### config.mk
export PLATFORM = sky130hd
export DESIGN_NAME = ethernet_to_book_top
export DESIGN_NICKNAME = d
export VERILOG_FILES = /design/src/rtl/ethernet_to_book_top.sv
export SDC_FILE = /design/constraint.sdc
export NUM_CORES = 2
export LEC_CHECK = 0
export ABC_AREA = 1
export CAP_MARGIN = 20
export CORE_UTILIZATION = 39
export CTS_CLUSTER_DIAMETER = 40
export DETAILED_ROUTE_END_ITERATION = 8
export PLACE_DENSITY = 0.69
export SYNTH_ARGS = -nofsm -noshare
export SYNTH_HDL_FRONTEND = slang
export SYNTH_SLANG_ARGS = --single-unit
### constraint.sdc
create_clock -name clkIn -period 4.6 [get_ports clkIn]
set_clock_uncertainty 0.15 [all_clocks]
set_input_delay 1.38 -clock clkIn [delete_from_list [all_inputs] [get_ports clkIn]]
set_output_delay 1.38 -clock clkIn [all_outputs]
set_load 0.05 [all_outputs]
### src/rtl/ethernet_to_book_top.sv
// Parses a nibble-wide Ethernet/IPv4/UDP/MoldUDP64 receive stream of ITCH Add/Delete/Execute
// messages, reports each decoded message, and keeps a sorted buy-side price-level book.
module ethernet_to_book_top #(
    parameter logic [47:0] DEVICE_MAC    = 48'h0,
    parameter logic [15:0] UDP_DEST_PORT = 16'd0,
    parameter logic [63:0] STOCK         = "AAPL    ",
    parameter int unsigned BOOK_DEPTH    = 5,
    parameter int unsigned LOCK_DELAY    = 16
) (
    input  logic        clkIn,
    input  logic        rstIn,
    input  logic [3:0]  rxDataIn,
    input  logic        rxCtrlIn,
    input  logic        rxClkIn,
    output logic [3:0]  txDataOut,
    output logic        txCtrlOut,
    output logic        txClkOut,
    output logic [73:0] orderDataOut,
    output logic [64:0] refDataOut,
    output logic [63:0] topBuyOut,
    input  logic        intBIn,
    output logic        phyRstBOut,
    output logic        lockedOut
);
    localparam int unsigned IDX_W = (BOOK_DEPTH > 1) ? $clog2(BOOK_DEPTH) : 1;

    typedef enum logic [3:0] {
        StIdle, StPreamble, StEthHdr, StIpHdr, StUdpHdr, StMoldHdr, StMoldLen, StMsg, StDrop
    } state_t;

    state_t      r_state, w_state_d, w_hdr_next;
    logic [5:0]  r_cnt, w_cnt_d, w_hdr_last, w_msg_last;
    logic        r_bad, w_bad_d, w_hdr_bad, w_emit;
    logic        r_phase;
    logic [3:0]  r_low;
    logic [7:0]  w_byte, w_mac_byte;
    logic        w_byte_vld, w_msg_byte;
    logic        r_phy, r_locked;
    logic [15:0] r_lock_cnt;

    logic [7:0]  r_type;
    logic [63:0] r_ref, r_stock;
    logic [31:0] r_shares, r_price, w_price_full;
    logic        r_bs_buy, w_is_add, w_is_del, w_is_exec;

    logic        r_ord_valid, r_ord_bs, r_ref_valid;
    logic [7:0]  r_ord_type;
    logic [31:0] r_ord_shares, r_ord_price;
    logic [63:0] r_ref_num;

    logic        r_upd_valid;
    logic [31:0] r_upd_price, r_upd_shares;

    logic [31:0]           r_lvl_price [BOOK_DEPTH];
    logic [31:0]           r_lvl_qty   [BOOK_DEPTH];
    logic [BOOK_DEPTH-1:0] r_lvl_vld;
    logic [31:0]           w_lvl_price [BOOK_DEPTH];
    logic [31:0]           w_lvl_qty   [BOOK_DEPTH];
    logic [BOOK_DEPTH-1:0] w_lvl_vld;
    logic                  w_hit, w_ins;
    logic [IDX_W-1:0]      w_hit_idx, w_ins_idx;

    logic w_unused;
    assign w_unused = ^{rxClkIn, intBIn};

    assign txDataOut    = 4'h0;
    assign txCtrlOut    = 1'b0;
    assign txClkOut     = 1'b0;
    assign phyRstBOut   = r_phy;
    assign lockedOut    = r_locked;
    assign orderDataOut = {r_ord_valid, r_ord_type, r_ord_bs, r_ord_shares, r_ord_price};
    assign refDataOut   = {r_ref_valid, r_ref_num};
    assign topBuyOut    = r_lvl_vld[0] ? {r_lvl_price[0], r_lvl_qty[0]} : 64'h0;

    always_ff @(posedge clkIn) begin
        if (rstIn) begin
            r_phy      <= 1'b0;
            r_locked   <= 1'b0;
            r_lock_cnt <= '0;
        end else begin
            r_phy <= 1'b1;
            if (!r_locked) begin
                r_lock_cnt <= r_lock_cnt + 16'd1;
                if (r_lock_cnt == 16'(LOCK_DELAY - 1)) r_locked <= 1'b1;
            end
        end
    end

    // Low nibble arrives first; the byte is complete while the high nibble is on the pins.
    always_ff @(posedge clkIn) begin
        if (rstIn) begin
            r_phase <= 1'b0;
            r_low   <= '0;
        end else if (!rxCtrlIn) begin
            r_phase <= 1'b0;
        end else begin
            r_phase <= ~r_phase;
            if (!r_phase) r_low <= rxDataIn;
        end
    end

    assign w_byte     = {rxDataIn, r_low};
    assign w_byte_vld = rxCtrlIn & r_phase;
    assign w_msg_byte = (r_state == StMsg) && w_byte_vld;
    assign w_is_add   = (r_type == 8'h41);
    assign w_is_del   = (r_type == 8'h44);
    assign w_is_exec  = (r_type == 8'h45);
    assign w_price_full = {r_price[23:0], w_byte};

    always_comb begin
        w_hdr_last = 6'd0;
        w_hdr_next = StDrop;
        w_hdr_bad  = 1'b0;
        w_mac_byte = 8'h0;
        for (int i = 0; i < 6; i++) begin
            if (r_cnt == 6'(i)) w_mac_byte = DEVICE_MAC[47-8*i -: 8];
        end
        case (r_state)
            StEthHdr: begin
                w_hdr_last = 6'd13;
                w_hdr_next = StIpHdr;
                if (r_cnt < 6'd6 && w_byte != w_mac_byte) w_hdr_bad = 1'b1;
                if (r_cnt == 6'd12 && w_byte != 8'h08)    w_hdr_bad = 1'b1;
                if (r_cnt == 6'd13 && w_byte != 8'h00)    w_hdr_bad = 1'b1;
            end
            StIpHdr: begin
                w_hdr_last = 6'd19;
                w_hdr_next = StUdpHdr;
                if (r_cnt == 6'd0 && w_byte != 8'h45) w_hdr_bad = 1'b1;
                if (r_cnt == 6'd9 && w_byte != 8'h11) w_hdr_bad = 1'b1;
            end
            StUdpHdr: begin
                w_hdr_last = 6'd7;
                w_hdr_next = StMoldHdr;
                if (r_cnt == 6'd2 && w_byte != UDP_DEST_PORT[15:8]) w_hdr_bad = 1'b1;
                if (r_cnt == 6'd3 && w_byte != UDP_DEST_PORT[7:0])  w_hdr_bad = 1'b1;
            end
            StMoldHdr: begin
                w_hdr_last = 6'd19;
                w_hdr_next = StMoldLen;
            end
            StMoldLen: begin
                w_hdr_last = 6'd1;
                w_hdr_next = StMsg;
            end
            default: ;
        endcase
    end

    always_comb begin
        case (r_type)
            8'h41:   w_msg_last = 6'd35;
            8'h44:   w_msg_last = 6'd18;
            default: w_msg_last = 6'd30;
        endcase
    end

    always_comb begin
        w_state_d = r_state;
        w_cnt_d   = r_cnt;
        w_bad_d   = r_bad;
        w_emit    = 1'b0;
        if (!rxCtrlIn) begin
            w_state_d = StIdle;
            w_cnt_d   = '0;
            w_bad_d   = 1'b0;
        end else begin
            case (r_state)
                StIdle: if (r_locked) w_state_d = StPreamble;
                StPreamble: if (w_byte_vld) begin
                    if (w_byte == 8'hD5)      w_state_d = StEthHdr;
                    else if (w_byte != 8'h55) w_state_d = StDrop;
                end
                StEthHdr, StIpHdr, StUdpHdr, StMoldHdr, StMoldLen: if (w_byte_vld) begin
                    if (r_cnt == w_hdr_last) begin
                        w_cnt_d   = '0;
                        w_bad_d   = 1'b0;
                        w_state_d = (r_bad || w_hdr_bad) ? StDrop : w_hdr_next;
                    end else begin
                        w_cnt_d = r_cnt + 6'd1;
                        w_bad_d = r_bad | w_hdr_bad;
                    end
                end
                StMsg: if (w_byte_vld) begin
                    if (r_cnt == 6'd0) begin
                        if (w_byte == 8'h41 || w_byte == 8'h44 || w_byte == 8'h45) begin
                            w_cnt_d = 6'd1;
                        end else begin
                            w_state_d = StDrop;
                        end
                    end else if (r_cnt == w_msg_last) begin
                        w_emit  = 1'b1;
                        w_cnt_d = '0;
                    end else begin
                        w_cnt_d = r_cnt + 6'd1;
                    end
                end
                default: ;
            endcase
        end
    end

    always_ff @(posedge clkIn) begin
        if (rstIn) begin
            r_state <= StIdle;
            r_cnt   <= '0;
            r_bad   <= 1'b0;
        end else begin
            r_state <= w_state_d;
            r_cnt   <= w_cnt_d;
            r_bad   <= w_bad_d;
        end
    end

    // Field capture by byte offset; the final byte of a message is merged combinationally.
    always_ff @(posedge clkIn) begin
        if (rstIn) begin
            r_type       <= '0;
            r_ref        <= '0;
            r_stock      <= '0;
            r_shares     <= '0;
            r_price      <= '0;
            r_bs_buy     <= 1'b0;
            r_ord_valid  <= 1'b0;
            r_ord_type   <= '0;
            r_ord_bs     <= 1'b0;
            r_ord_shares <= '0;
            r_ord_price  <= '0;
            r_ref_valid  <= 1'b0;
            r_ref_num    <= '0;
            r_upd_valid  <= 1'b0;
            r_upd_price  <= '0;
            r_upd_shares <= '0;
        end else begin
            r_ord_valid <= w_emit;
            r_ref_valid <= w_emit;
            r_upd_valid <= w_emit && w_is_add && r_bs_buy && (r_stock == STOCK);
            if (w_msg_byte) begin
                if (r_cnt == 6'd0) r_type <= w_byte;
                if (r_cnt >= 6'd11 && r_cnt <= 6'd18) r_ref <= {r_ref[55:0], w_byte};
                if (w_is_add) begin
                    if (r_cnt == 6'd19) r_bs_buy <= (w_byte == 8'h42);
                    if (r_cnt >= 6'd20 && r_cnt <= 6'd23) r_shares <= {r_shares[23:0], w_byte};
                    if (r_cnt >= 6'd24 && r_cnt <= 6'd31) r_stock <= {r_stock[55:0], w_byte};
                    if (r_cnt >= 6'd32 && r_cnt <= 6'd35) r_price <= w_price_full;
                end
                if (w_is_exec && r_cnt >= 6'd19 && r_cnt <= 6'd22) begin
                    r_shares <= {r_shares[23:0], w_byte};
                end
            end
            if (w_emit) begin
                r_ord_type   <= r_type;
                r_ord_bs     <= w_is_add & r_bs_buy;
                r_ord_shares <= w_is_del ? 32'h0 : r_shares;
                r_ord_price  <= w_is_add ? w_price_full : 32'h0;
                r_ref_num    <= w_is_del ? {r_ref[55:0], w_byte} : r_ref;
                r_upd_price  <= w_price_full;
                r_upd_shares <= r_shares;
            end
        end
    end

    // Levels are contiguous from index 0, so the first empty or lower-priced slot is the
    // insertion point whether the book is partially filled or full.
    always_comb begin
        w_lvl_price = r_lvl_price;
        w_lvl_qty   = r_lvl_qty;
        w_lvl_vld   = r_lvl_vld;
        w_hit       = 1'b0;
        w_ins       = 1'b0;
        w_hit_idx   = '0;
        w_ins_idx   = '0;
        for (int i = BOOK_DEPTH - 1; i >= 0; i--) begin
            if (r_lvl_vld[i] && r_lvl_price[i] == r_upd_price) begin
                w_hit     = 1'b1;
                w_hit_idx = IDX_W'(i);
            end
            if (!r_lvl_vld[i] || r_lvl_price[i] < r_upd_price) begin
                w_ins     = 1'b1;
                w_ins_idx = IDX_W'(i);
            end
        end
        if (w_hit) begin
            w_lvl_qty[w_hit_idx] = r_lvl_qty[w_hit_idx] + r_upd_shares;
        end else if (w_ins) begin
            for (int j = 1; j < BOOK_DEPTH; j++) begin
                if (IDX_W'(j) > w_ins_idx) begin
                    w_lvl_price[j] = r_lvl_price[j-1];
                    w_lvl_qty[j]   = r_lvl_qty[j-1];
                    w_lvl_vld[j]   = r_lvl_vld[j-1];
                end
            end
            w_lvl_price[w_ins_idx] = r_upd_price;
            w_lvl_qty[w_ins_idx]   = r_upd_shares;
            w_lvl_vld[w_ins_idx]   = 1'b1;
        end
    end

    always_ff @(posedge clkIn) begin
        if (rstIn) begin
            r_lvl_vld <= '0;
            for (int i = 0; i < BOOK_DEPTH; i++) begin
                r_lvl_price[i] <= '0;
                r_lvl_qty[i]   <= '0;
            end
        end else if (r_upd_valid) begin
            r_lvl_vld   <= w_lvl_vld;
            r_lvl_price <= w_lvl_price;
            r_lvl_qty   <= w_lvl_qty;
        end
    end

endmodule

==> flow_summary_export.csv <==
group,metric,value,unit
run_status,outcome,"finished with violations",
run_status,violations,"negative setup slack",
setup_path,cpPeakStageDelay,0.35,ns
clock_network,cts-htree-levels,3,
placement,dp.cells,7632,
global_routing,antenna_found_initial,0,
floorplanning,die_area,0.1038,mm2
final_layout,synthToLayoutAreaGrowth,31.52,%
setup_path,setup.worst_path.class,"reg -> reg",
synthesis,async_reset_ff_frac,0,
setup_path,rrSetupSlack,-0.34,ns
route,vias,42070,
setup_path,reg2reg_from,"r_upd_price[24]",
floorplanning,die_width,322.3,um
power_and_ir_drop,ir_drop,0.0003431,V
final_layout,final_cell_count_no_fill,7910,
sta,hold_viol,0,
placement,place_ws,-0.6241,ns
synthesis,synth_area,0.04000,mm2
final_layout,drive_above_1_share,0.1677,
floorplanning,rows,117,
global_routing,grt_max_degree,161,
hold_path,hold_depth,1,
setup_path,slowest_stage,"dfxtp_2",
sta,tightest_slew,1.231,ns
sta,timing.final.ws_setup,-0.3420,ns
synthesis,synth_seq_cells,755,
floorplanning,core-area,0.1017,mm2
floorplanning,ioPinCount,220,
sta,fin_crit_sh,1.074,
synthesis,synthFlopType,"dfxtp_1",
sta,rsz0062_at_grt,"true",
placement,routabilityCongestion,0.9589,
setup_path,crit_family,"buffers and inverters",
global_routing,grt_pass1_wl,215500,um
clock_network,cts_buffer_depth,3,
setup_path,crit_path_start,"r_upd_price[24]",
power_and_ir_drop,intPower,11930,uW
flow_run,cap_violations,0,
placement,place_area,0.04645,mm2
synthesis,synth-edff-count,0,
final_layout,fin_nets,6655,
synthesis,syn_inst,5915,
power_and_ir_drop,p_comb_frac,0.013,
synthesis,ys_seq_area_frac,0.3779,
setup_path,required,5.04,ns
synthesis,syn_area_per_cell,6.762,um2
setup_path,endpoint_kind,"flip-flop",
hold_path,hold_path_class,"reg -> reg",
route,wire_per_inst,17.73,um
sta,fmax,202.3,MHz
final_layout,design_area,0.05261,mm2
placement,hpwl,92880,um
route,viasPerCell,5.319,
synthesis,synth_cell_types,56,
sta,finalCriticalPeriod,4.942,ns
clock_network,clk_latency,0.70,ns
power_and_ir_drop,power.share.clock,0.562,
power_and_ir_drop,powerDensity,294.0,mW/mm2
sta,drv_slew,0,
route,wl,140200,um
power_and_ir_drop,pwr-share-seq,0.424,
sta,final-setup-viol-count,120,
final_layout,fillCellCount,9708,
final_layout,num_antenna_cells,0,
clock_network,cts_tree,"built",
setup_path,path_max_fanout,8,
global_routing,grt_usage,0.2598,
setup_path,reg2reg_to,"r_lvl_qty[94]",
synthesis,yosys_warnings,0,
hold_path,hold_path.startpoint,"r_phase",
power_and_ir_drop,sw_frac_of_total,0.2290,
floorplanning,die_h,322.3,um
clock_network,path_clk_slew,0.06,ns
sta,maxSlewHeadroom,0.1785,
route,first_pass_iters,6,
clock_network,clockRootBuffer,"clkbuf_16",
clock_network,clock-sinks,755,
route,drtIter0Drc,3585,
setup_path,r2r_cells,30,
global_routing,grt_pass1_vias,39120,
setup_path,crit_path_start_kind,"flip-flop",
final_layout,fin_util,0.5171,
hold_path,min_to,"r_phase",
route,ant_nets,0,
setup_path,arrival,5.39,ns
power_and_ir_drop,p_leak,0.02253,uW
placement,io_buffer_count,211,
setup_path,crit_buf_inv,10,
power_and_ir_drop,power.net_switching,3542,uW
global_routing,overflow,0,
clock_network,cts_inserted_buffers,112,
route,drc_errors,0,
floorplanning,start_util,0.3931,
-- cells in the mapped netlist (10+ instances only) --
cell type	instances	share of area
dfxtp_1	755	0.38
xnor2_1	10	0.0022
o21ai_1	73	0.0091
nand2_1	1200	0.11
or2_2	10	0.0016
o21a_1	13	0.0024
nor2_1	772	0.072
buf_2	112	0.014
o22ai_1	89	0.014
nand2_2	14	0.0022
a21oi_1	568	0.071
a221oi_1	18	0.0039
buf_4	21	0.0039
clkbuf_1	209	0.020
nor4_1	13	0.0020
ha_1	196	0.061
a211oi_1	117	0.022
xor2_1	22	0.0048
nand4_1	55	0.0086
nor3_1	86	0.011
o21ai_0	575	0.072
buf_1	17	0.0016
inv_1	603	0.057
o221ai_1	19	0.0042
nand3_1	265	0.033
-- power by group through the flow --
stage | clock (uW) | sequential, uW | combinational (uW)
after floorplan | 0 | 6690 | 141
after global placement | 0 | 6700 | 205
after detailed placement | 0 | 6700 | 204
after CTS | 8810 | 6560 | 205
after global routing | 9100 | 6560 | 221
final | 8700 | 6560 | 205
-- area by class of cell --
class | count | area, um2 | area share
sequential | 755 | 15120 | 0.2874
tap | 1368 | 1712 | 0.03254
multi-input combinational | 4183 | 22550 | 0.4287
timing repair buffer | 778 | 6977 | 0.1326
inverter | 619 | 2374 | 0.04512
clock buffer | 137 | 3049 | 0.05796
clock inverter | 70 | 823.3 | 0.01565
-- stage by stage --
step	power, uW	hold slack [ns]	setup TNS, ns
3_3_place_gp	6907	0.2746	-46.53
2_1_floorplan	6834	0.2638	0
5_1_grt	15880	0.3056	-46.91
4_1_cts	15580	0.2932	-12.30
6_report	15470	0.2902	-20.30
3_5_place_dp	6907	0.2820	-55.82
-- flip-flops by register name (all words and copies together), names as in the netlist, 32 cells and up --
register / cells
r_shares: 32
r_ord_price: 32
r_ref_num: 64
r_stock: 64
r_upd_shares: 32
r_lvl_qty: 160
r_lvl_price: 160
r_upd_price: 32
r_ref: 64
r_ord_shares: 32
-- cell usage in the layout (no fill, tap or decap), types with 14 or more instances in the layout --
cell and instances:
ha_1 182, a21oi_1 531, clkinvlp_4 14, nand2_4 21, inv_2 30, nand2_2 48
o21ai_0 531, buf_12 37, o22ai_1 82, a211oi_1 112, buf_4 496, buf_6 31
clkinv_2 17, a21oi_2 35, inv_1 575, dfxtp_1 752, inv_6 14, nand2_1 1147
nor3_1 71, nor2_1 749, clkbuf_16 114, nor2_2 25, nand4_1 55, clkdlybuf4s50_1 210
nand3_1 251, o21ai_1 104
-- worst max-delay path by stage --
stage / to / slack (ns) / cells after the start
after CTS: r_lvl_qty[10] / -0.22 / 32
final: r_lvl_qty[94] / -0.34 / 30
after global placement: r_lvl_qty[94] / -0.54 / 26
after floorplan: r_lvl_qty[10] / 0.11 / 31
after global routing: r_lvl_qty[94] / -0.54 / 30
after detailed placement: r_lvl_qty[116] / -0.62 / 29
-- cell families (layout without fill, tap and decap cells) --
group                    Yosys count  count (layout)  share of synthesized area
XOR/XNOR                          32              32                   0.007007
buffers and inverters            982            1604                    0.09804
other                              1               6                 0.00009375
adder cells (fa/ha/maj)          197             197                    0.06181
AO/OA/AOI/OAI                   1501            1501                     0.2042
flip-flops                       755             755                     0.3779
AND/OR/NAND/NOR                 2447            2447                     0.2510
-- metal layers --
layer | up-vias | wire [um] | GRT usage | share of wire
li1 | 20620 | - | - | -
met1 | 19500 | 59690 | 0.3396 | 0.43
met4 | 0 | 4650 | 0.09958 | 0.033
met2 | 1645 | 63990 | 0.4230 | 0.46
met3 | 307 | 11870 | 0.04778 | 0.085
met5 | - | 0 | 0 | 0
-- what timing repair did --
| action | 4_1_cts | 5_1_grt |
|---|---|---|
| hold buffers | 0 | 0 |
| setup buffers | 50 | 25 |
| endpoints found under the setup margin | 137 | 143 |
| cloned | 1 | 0 |
| pin swaps | 123 | 104 |
| gates resized for setup | 272 | 155 |
Note: power is estimated with default switching activity, not from simulation.
